$ cat src/rtl/dcache_direct.sv
// Direct-mapped write-back/write-allocate D-cache: 8 lines x 4 words, 128-bit block refill.
// Optional performance counters are enabled with the DCACHE_PERF_CNT_EN macro.
module dcache_direct (
  input  logic         clk,
  input  logic         rst,
  input  logic         proc_read,
  input  logic         proc_write,
  input  logic [29:0]  proc_addr,
  input  logic [31:0]  proc_wdata,
  output logic         proc_stall,
  output logic [31:0]  proc_rdata,
  output logic         mem_read,
  output logic         mem_write,
  output logic [27:0]  mem_addr,
  output logic [127:0] mem_wdata,
  input  logic         mem_ready,
  input  logic [127:0] mem_rdata
`ifdef DCACHE_PERF_CNT_EN
  ,
  output logic [31:0]  access_cnt,
  output logic [31:0]  miss_cnt
`endif
);

  typedef enum logic [1:0] {IDLE, WRITEBACK, ALLOCATE} state_t;

  state_t         state_q, state_d;
  logic [7:0]     valid_q, dirty_q;
  logic [24:0]    tag_q  [0:7];
  logic [127:0]   data_q [0:7];

  logic [1:0]     offset;
  logic [2:0]     index;
  logic [24:0]    tag;
  logic [6:0]     bit_lo;
  logic           req, hit, victim_dirty, wr_hit, refill;
  logic [127:0]   line, merged_line;

  assign offset       = proc_addr[1:0];
  assign index        = proc_addr[4:2];
  assign tag          = proc_addr[29:5];
  assign bit_lo       = {offset, 5'd0};
  assign req          = proc_read | proc_write;
  assign line         = data_q[index];
  assign hit          = valid_q[index] && (tag_q[index] == tag);
  assign victim_dirty = valid_q[index] & dirty_q[index];
  // A simultaneous read and write is handled purely as a write.
  assign wr_hit       = (state_q == IDLE) & proc_write & hit;
  assign refill       = (state_q == ALLOCATE) & mem_ready;

  always_comb begin
    merged_line = line;
    merged_line[bit_lo +: 32] = proc_wdata;
  end

  always_comb begin
    state_d    = state_q;
    proc_stall = 1'b0;
    proc_rdata = 32'd0;
    mem_read   = 1'b0;
    mem_write  = 1'b0;
    mem_addr   = 28'd0;
    mem_wdata  = 128'd0;
    case (state_q)
      IDLE: begin
        if (req) begin
          if (hit) begin
            if (!proc_write) proc_rdata = line[bit_lo +: 32];
          end else begin
            proc_stall = 1'b1;
            state_d    = victim_dirty ? WRITEBACK : ALLOCATE;
          end
        end
      end
      WRITEBACK: begin
        proc_stall = 1'b1;
        mem_write  = 1'b1;
        mem_addr   = {tag_q[index], index};
        mem_wdata  = line;
        if (mem_ready) state_d = ALLOCATE;
      end
      ALLOCATE: begin
        proc_stall = 1'b1;
        mem_read   = 1'b1;
        mem_addr   = proc_addr[29:2];
        if (mem_ready) state_d = IDLE;
      end
      default: begin
        proc_stall = 1'b1;
        state_d    = IDLE;
      end
    endcase
  end

  always_ff @(posedge clk) begin
    if (rst) begin
      state_q <= IDLE;
      valid_q <= 8'd0;
      dirty_q <= 8'd0;
    end else begin
      state_q <= state_d;
      if (wr_hit) dirty_q[index] <= 1'b1;
      if (refill) begin
        valid_q[index] <= 1'b1;
        dirty_q[index] <= 1'b0;
      end
    end
  end

  // Tag and data arrays carry no reset; the valid bits qualify them.
  always_ff @(posedge clk) begin
    if (refill) begin
      data_q[index] <= mem_rdata;
      tag_q[index]  <= tag;
    end else if (wr_hit) begin
      data_q[index] <= merged_line;
    end
  end

`ifdef DCACHE_PERF_CNT_EN
  logic [31:0] access_cnt_q, miss_cnt_q;

  always_ff @(posedge clk) begin
    if (rst) begin
      access_cnt_q <= 32'd0;
      miss_cnt_q   <= 32'd0;
    end else begin
      if ((state_q == IDLE) && req && !proc_stall) access_cnt_q <= access_cnt_q + 32'd1;
      if ((state_q == IDLE) && (state_d != IDLE))  miss_cnt_q   <= miss_cnt_q + 32'd1;
    end
  end

  assign access_cnt = access_cnt_q;
  assign miss_cnt   = miss_cnt_q;
`endif

endmodule

$ cat config.mk
export PLATFORM = sky130hd
export DESIGN_NAME = dcache_direct
export DESIGN_NICKNAME = d
export VERILOG_FILES = /design/src/rtl/dcache_direct.sv
export SDC_FILE = /design/constraint.sdc
export NUM_CORES = 1
export LEC_CHECK = 0
export CAP_MARGIN = 20
export CORE_MARGIN = 2
export CORE_UTILIZATION = 25
export CTS_CLUSTER_SIZE = 14
export DETAILED_ROUTE_END_ITERATION = 8
export PLACE_DENSITY_LB_ADDON = 0.2
export SYNTH_ARGS = -nofsm -noshare
export SYNTH_HDL_FRONTEND = slang
export SYNTH_SLANG_ARGS = --single-unit
$ cat constraint.sdc
create_clock -name clk -period 13.05 [get_ports clk]
set_input_delay 1.9575 -clock clk [delete_from_list [all_inputs] [get_ports clk]]
set_output_delay 1.9575 -clock clk [all_outputs]
set_load 0.01 [all_outputs]
# ---- Word level (Yosys, flattened, before mapping)
# Memory sizes are Yosys's and may differ from the RTL's.
# Index checks and enable logic that the tools add are counted.
dict set report totals {
  n_memories 2
  ram_bits 1224
  regBits 18
}
dict set report classes {
  addsub 1
  n_reduce_logical 4
  magnitude_cmp 2
  n_shift 3
  eq_ne 7
  n_mux 33
  bitwise 10
}
# memory depth width read_ports rd_ports_with_merged_regs wr line_no
set memory_table {}
lappend memory_table {data_q 8 128 1 0 1 30} ;# logic [127:0] data_q [0:7];
lappend memory_table {tag_q 8 25 1 0 1 29} ;# logic [24:0] tag_q [0:7];
# operator n
set ops {}
lappend ops {{$mux 128} 2}
lappend ops {{$bwmux 128} 1}
lappend ops {{$mux 32} 4}
lappend ops {{$shift 32x9->128 const A} 1}
lappend ops {{$shiftx 128x8->32} 1}
lappend ops {{$shiftx 32x9->128} 1}
lappend ops {{$pmux 28 s2} 1}
lappend ops {{$eq 25x25->1} 1}
lappend ops {{$mux 8} 3}
lappend ops {{$or 8x8->8} 2}
lappend ops {{$mux 1} 13}
lappend ops {{$mux 2} 5}
lappend ops {{$neg 7->9} 1}
lappend ops {{$and 8x8->8} 1}
lappend ops {{$ne 2x2->1 const B} 4}
lappend ops {{$not 8->8} 1}
lappend ops {{$bmux 1 s3} 2}
lappend ops {{$pmux 2 s3} 1}
lappend ops {{$and 1x1->1} 4}
lappend ops {{$lt 3x4->1 const B} 1}
lappend ops {{$reduce_and 4->1} 1}
lappend ops {{$demux 1 s3} 1}
lappend ops {{$ge 3x1->1 const B} 1}
lappend ops {{$eq 2x1->1 const B} 1}
lappend ops {{4 further kinds} 6}

# ---- Depth between registers and ports, before layout
# Gate-level depths: netlist of the first run.
dict set report logic_depth {
  ltp_word 9
  ltp_mapped 14
  depth_no_buf 8
}

# ---- Worst setup path before layout of the first run
# Ideal clock, no wire load.
dict set report synth_timing {
  kind {input to register}
  startpoint {in proc_addr[3]}
  endpoint {mem data_q[5][0], enable pin}
  setup_slack_ns 1.691
  path_stages 9
  t_arrival_ns 10.701
  t_required_ns 12.392
  path_cell_list {buf_2 mux4_2 mux2_2 xor2_1 or4_1 or4b_1 nor4_4 nand2_1 a21oi_1}
}
dict set report synth_between {
  elab_chain_len 8
}
# item line_no
set synth_lines {}
lappend synth_lines {{from (decl)} 8} ;# input logic [29:0] proc_addr,
lappend synth_lines {{$mem_v2 8x25 / $bmux 1 s3 (equally long branches)} --}
lappend synth_lines {{$eq 25x25->1 / $mux 1 (equally long branches)} 45} ;# assign hit = valid_q[index] && (tag_q[index] == tag);
lappend synth_lines {{$logic_and 1x1->1} 45}
lappend synth_lines {{$and 1x1->1} 48} ;# assign wr_hit = (state_q == IDLE) & proc_write & hit;
lappend synth_lines {{$mux 1} 115} ;# end else if (wr_hit) begin
lappend synth_lines {{$mux 1} 112} ;# if (refill) begin
lappend synth_lines {{$mux 1 (implied by the code)} 116} ;# data_q[index] <= merged_line;
lappend synth_lines {{$or 1x1->1 (no line)} --}
lappend synth_lines {{to (decl)} 30}
# Parallel ways exist; a longest one is shown, timed or not. The select of a mux whose other input is x is not followed.

# ---- Worst setup path in the final report of the first run
dict set report layout_timing {
  startpoint {in proc_addr[2]}
  endpoint {out proc_rdata[0]}
}
dict set report layout_between {
  elab_chain_len 6
}
# item line_no
set layout_lines {}
lappend layout_lines {{$mem_v2 8x128, or another cell as far along} --}
lappend layout_lines {{$shiftx 128x8->32, or another cell as far along} 68} ;# if (!proc_write) proc_rdata = line[bit_lo +: 32];
lappend layout_lines {{$mux 32 / $logic_and 1x1->1 (equally long branches)} {68, 45}}
lappend layout_lines {{$mux 32 (*)} 67} ;# if (hit) begin
lappend layout_lines {{$mux 32 (*)} 66} ;# if (req) begin
lappend layout_lines {{$mux 32 (*)} 64} ;# case (state_q)
lappend layout_lines {{to (decl)} 11} ;# output logic [31:0] proc_rdata,
# Every way passes the cells marked *; elsewhere a longest branch is shown, timed or not. The select of a mux whose other input is x is not followed.

==> results of run 1 <==
[power by group through the flow]
| stage | clock [mW] | combinational, mW | sequential [mW] |
|---|---|---|---|
| final | 3.64 | 0.661 | 4.44 |
| after global routing | 3.87 | 0.700 | 4.44 |
| after CTS | 3.71 | 0.675 | 4.44 |
| after detailed placement | 0 | 0.673 | 4.52 |
| after global placement | 0 | 0.673 | 4.52 |
| after floorplan | 0 | 0.319 | 4.53 |
[logic make-up after synthesis]
group                    count (synthesis)  share of synthesized area
adder cells (fa/ha/maj)                  8                   0.001979
flip-flops                            1242                     0.7339
buffers and inverters                  216                    0.01883
AO/OA/AOI/OAI                          692                    0.09809
multiplexers                           286                    0.08674
AND/OR/NAND/NOR                        596                    0.05722
XOR/XNOR                                19                   0.003290
[worst paths after layout]
kind	startpoint	to	slack [ns]
min reg2reg	valid_q[0]	valid_q[0]	0.47
max	proc_addr[2]	proc_rdata[0]	4.10
max reg2reg	tag_q[7][10]	data_q[2][38]	7.40
min	valid_q[0]	valid_q[0]	0.47
[through the flow]
stage / setup WS (ns) / hold WS, ns / cell area (µm²) / cells
after floorplan: 1.691 / 0.4346 / 50580 / 3059
after global placement: 3.798 / 0.4438 / 57760 / 5987
after detailed placement: 3.838 / 0.4605 / 57760 / 5987
after CTS: 3.819 / 0.4732 / 61910 / 6224
after global routing: 3.741 / 0.5004 / 61910 / 6225
final: 4.096 / 0.4691 / 61910 / 6225
[final cells by class]
type / count / area, µm² / share of cell area
clock inverters: 59 / 459.2 / 0.007417
well taps: 2672 / 3343 / 0.05400
flip-flops and latches: 1242 / 37120 / 0.5995
clock buffers: 178 / 3689 / 0.05957
inverters: 10 / 43.79 / 0.0007073
diodes: 1 / 2.502 / 0.00004042
multi-input cells: 1601 / 12730 / 0.2056
repair buffers: 462 / 4533 / 0.07322
[layer usage]
layer	vias to the layer above	routed length, µm	track usage
met5	-	49	0
met4	8	5648	0.05596
met3	190	9807	0.02683
met2	1024	95820	0.3114
met1	16350	76430	0.2263
li1	13140	-	-
[sequential cells by signal, indices dropped and copies added (netlist names)]
signal	cells
state_q	2
data_q	1024
tag_q	200
dirty_q	8
valid_q	8
[cells in the final DEF, fill, tap and decap left out, types with 54 or more instances in the layout]
| master | synthesis | layout |
|---|---|---|
| edfxtp_1 | 1224 | 1224 |
| a22oi_1 | 325 | 325 |
| a22o_1 | 54 | 54 |
| mux2i_1 | 58 | 58 |
| a221oi_1 | 76 | 76 |
| nor2_1 | 218 | 204 |
| nand2_1 | 176 | 176 |
| clkbuf_16 | 0 | 142 |
| clkdlybuf4s50_1 | 0 | 381 |
| buf_4 | 4 | 69 |
| mux4_2 | 70 | 70 |
| mux2_4 | 120 | 120 |
| o21ai_0 | 157 | 157 |
[worst max-delay path: cells and delay by family]
kind / cells / cell delay [ns]
muxes: 1 / 0.49
and+or+nand+nor: 3 / 1.22
AOI/OAI and AO/OA: 1 / 0.18
buffers and inverters: 5 / 3.04
==> flow_metrics.py, run 1 <==
metrics = {
    "logic_synthesis": {
        "yosys-top-cells-area": "edfxtp_1 (73%), a22oi_1 (4.8%), mux2_4 (3.6%)",
        "synth.most_common_cell": "edfxtp_1",
        "synthCells": 3059,
        "syn_nets": 3262,
        "ys_seq_area_frac": 0.7339,
        "synthArstFlopShare": 0,
        "avgSynthCellArea_um2": 16.53,
        "yosys_register_bits": 1242,
        "synth.distinct_cells": 58,
        "synth_common_cells": "edfxtp_1 (1,224), a22oi_1 (325), nor2_1 (218), nand2_1 (176), o21ai_0 (157)",
        "synth_top_area_share": 0.7267,
        "synth_ff_type": "edfxtp_1",
        "yosysWarnings": 0,
        "synth_edf_count": 1224,
        "synth_top_cell_by_area": "edfxtp_1",
        "synth_area_um2": 50580,
    },
    "job": {
        "drv_cap": 0,
    },
    "sta": {
        "slew_violations": 0,
        "worstMarginPinSlew_ns": 1.139,
        "period_share": 0.6861,
        "layout_min_cycle_time_ns": 8.954,
        "setup_viol": 0,
        "fin_worst_skew_ns": 0.03823,
        "hold_violations": 0,
        "rsz0062_at_grt": "no",
        "fin_setup_tns_ns": 0,
        "fmax_mhz": 111.7,
        "slew_headroom": 0.2408,
    },
    "route": {
        "drt-initial-drc-count": 3055,
        "wire_per_inst_um": 30.16,
        "drc": 0,
        "dr.pass1.iters": 8,
        "vias": 30710,
        "via_per_inst": 4.933,
        "antenna_left": 0,
        "drt-total-wl_mm": 187.8,
    },
    "pwr": {
        "p_sw_frac": 0.2337,
        "p_per_area_nw_per_um2": 141.3,
        "p_leak_nw": 19.20,
        "p_seq_frac": 0.508,
        "power_switching_mw": 2.044,
        "intPower_mw": 6.702,
        "fin_total_pwr_mw": 8.746,
        "combPwrFrac": 0.076,
        "irDropWorstVdd_mv": 0.1635,
        "clkPwrFrac": 0.417,
    },
    "placement": {
        "hpwl_mm": 114.1,
        "port_buffers": 385,
        "place.gp.congestion": 0.7631,
    },
    "worst_setup_path": {
        "slowest_stage": "buf_4",
        "cp-end-kind": "output port",
        "reg2regPathDepth": 10,
        "cp_max_fo": 41,
        "critPathRequiredTime_ns": 11.09,
        "cpPeakStageDelay_ns": 0.71,
        "cp-start-kind": "input port",
        "critPathKind": "in2out",
        "path_cells": "buf_4, buf_4, and3b_4, buf_4, buf_4, a22oi_1, and4_1, mux4_2, nor2_1, clkdlybuf4s50_1",
        "crit_arrival_ns": 7.00,
        "critical_path.most_common_cell": "buf_4",
    },
    "grt": {
        "overflow": 0,
        "grt_pass1_wl_mm": 257.6,
        "grt_max_degree": 129,
        "gr-usage-all-layers": 0.1784,
        "antenna_found_initial": 17,
        "grt_pass1_vias": 30760,
    },
    "cells_and_area": {
        "final_util": 0.3070,
        "fin_nets": 3657,
        "nFillCells": 19800,
        "drive_above_1_share": 0.1472,
        "area_delta_synth_final_pct": 22.42,
    },
    "cts": {
        "cts_tree": "done",
        "numCtsBuffers": 137,
        "clockRootBuffer": "clkbuf_16",
        "path_clk_slew_ns": 0.05,
        "clock_latency_ns": 0.77,
        "cts_setup_buffers": 0,
        "numClockSinks": 1242,
        "htree_levels": 4,
        "clockBufferDepth": 3,
        "ctsHoldBuffers": 0,
        "cts_resized": 0,
    },
    "floorplanning": {
        "design.core.area_um2": 201700,
        "initial_core_util": 0.2507,
        "fp-row-count": 165,
        "die-area_um2": 205900,
        "die_w_um": 453.8,
        "ios": 386,
        "chipHeight_um": 453.8,
    },
    "worst_hold_path": {
        "hold_path_depth": 2,
        "hold_class": "reg2reg",
    },
    "status": {
        "status": "finished clean",
    },
}
(Power assumes the default switching activity.)
==> run 2, diff against run 1 <==
- clock period: 13.05 -> 9.4 ns (I/O delays scaled with it)
==> flow_metrics.py, run 2 (synthesis gave the netlist of run 1 again) <==
metrics = {
    "status": {
        "status": "finished clean",
    },
    "sta": {
        "timing.hold.ws_ns": 0.4730,
        "setup_ws_ns": 2.032,
        "hold_violations": 0,
        "period_share": 0.7838,
        "fmax_mhz": 135.7,
        "worstMarginPinSlew_ns": 1.083,
        "fin_worst_skew_ns": 0.03965,
        "setup_viol": 0,
        "slew_violations": 0,
        "layout_min_cycle_time_ns": 7.368,
        "fin_setup_tns_ns": 0,
        "slew_headroom": 0.2739,
        "rsz0062_at_grt": "no",
    },
    "cells_and_area": {
        "final_common_cell": "edfxtp_1",
        "fin_nets": 3680,
        "nFillCells": 19800,
        "final_cell_area_um2": 62580,
        "mostFrequentLayoutCells": "edfxtp_1 (1,224), clkdlybuf4s50_1 (381), a22oi_1 (325)",
        "stdcell_count": 6263,
        "area_delta_synth_final_pct": 23.74,
        "top_regs": "data_q: 1024 flops, tag_q: 200 flops",
        "largest-register": "data_q",
        "largest_reg_flops": 1024,
        "final_util": 0.3103,
        "drive_above_1_share": 0.1541,
    },
    "cts": {
        "numClockSinks": 1242,
        "numCtsBuffers": 139,
        "cts_tree": "done",
        "cts_setup_buffers": 0,
        "htree_levels": 4,
        "clockRootBuffer": "clkbuf_16",
        "clock_latency_ns": 0.78,
        "ctsHoldBuffers": 0,
        "path_clk_slew_ns": 0.06,
        "cts_resized": 0,
        "clockBufferDepth": 3,
    },
    "placement": {
        "place.gp.congestion": 0.7604,
        "placed_cell_area_um2": 58160,
        "post-place-cells": 6007,
        "dp_slack_ns": 2.056,
        "hpwl_mm": 118.1,
        "port_buffers": 385,
    },
    "grt": {
        "grt_max_degree": 118,
        "gr-usage-all-layers": 0.1806,
        "grt_pass1_vias": 30790,
        "antenna_found_initial": 26,
        "overflow": 0,
        "grt_pass1_wl_mm": 260.4,
    },
    "route": {
        "via_per_inst": 4.919,
        "antenna_left": 0,
        "wire_per_inst_um": 30.36,
        "drt-total-wl_mm": 190.1,
        "vias": 30810,
        "drt-initial-drc-count": 2905,
        "dr.pass1.iters": 5,
        "drc": 0,
    },
    "pwr": {
        "irDropWorstVdd_mv": 0.1773,
        "p_leak_nw": 19.49,
        "fin_total_pwr_mw": 12.41,
        "p_per_area_nw_per_um2": 198.3,
    },
    "floorplanning": {
        "fp-row-count": 165,
        "die_w_um": 453.8,
        "chipHeight_um": 453.8,
        "ios": 386,
        "initial_core_util": 0.2507,
        "die-area_um2": 205900,
        "design.core.area_um2": 201700,
    },
    "worst_setup_path": {
        "critical_path.most_common_cell": "buf_4",
        "cp-end-kind": "output port",
        "cp-start-kind": "input port",
        "critPathKind": "in2out",
        "cpPeakStageDelay_ns": 0.65,
        "cp_max_fo": 32,
        "critPathRequiredTime_ns": 7.99,
        "critPathTopFamily": "simple AND/OR/NAND/NOR gates",
        "worst-path-buf-inv": 4,
        "path_cells": "buf_4, buf_4, nor2b_1, a22oi_1, and3b_1, nor4_1, nand3_1, nor3_2, nand4b_1, buf_4, nor2_1, clkdlybuf4s50_1",
        "crit_arrival_ns": 5.96,
        "slowest_stage": "nor3_2",
    },
    "job": {
        "drv_cap": 0,
    },
    "worst_hold_path": {
        "hold_class": "reg2reg",
    },
}
==> run 2: path summary, 6_finish.rpt <==
check / from / cells after the start / slack [ns] / end
worst max-delay path: proc_addr[2] / 12 / 2.03 / proc_rdata[11]
worst min-delay path: valid_q[6] / 2 / 0.47 / valid_q[6]
worst max register to register: tag_q[0][7] / 9 / 4.08 / data_q[3][102]
worst min register to register: valid_q[6] / 2 / 0.47 / valid_q[6]
==> run 2: layout make-up <==
cell class	instances	area (µm²)	area share
sequential	1242	37120	0.5931
multi-input combinational	1601	12730	0.2034
timing repair buffer	483	4940	0.07893
clock buffer	180	3674	0.05870
tap	2672	3343	0.05342
clock inverter	67	719.4	0.01150
inverter	10	43.79	0.0006997
antenna	8	20.02	0.0003199
==> run 2: worst min-delay path, delay by kind of cell (launching register included) <==
kind	cells	cell delay, ns
flops	1	0.32
simple gates	2	0.12
==> run 2: where the power goes <==
| part | leakage [nW] | internal [mW] | switching, mW | total, mW |
|---|---|---|---|---|
| clock | 2.13 | 3.01 | 2.31 | 5.32 |
| sequential | 11.2 | 6.15 | 0.0129 | 6.16 |
| combinational | 6.19 | 0.328 | 0.601 | 0.930 |
==> run 2: layer usage <==
layer | part of all wire | track usage | routed length, µm | up-vias
met5 | 0.00036 | 0 | 69 | -
met4 | 0.026 | 0.05056 | 5012 | 10
met3 | 0.048 | 0.02858 | 9177 | 219
met2 | 0.51 | 0.3160 | 96890 | 973
met1 | 0.42 | 0.2300 | 78970 | 16410
li1 | - | - | - | 13200
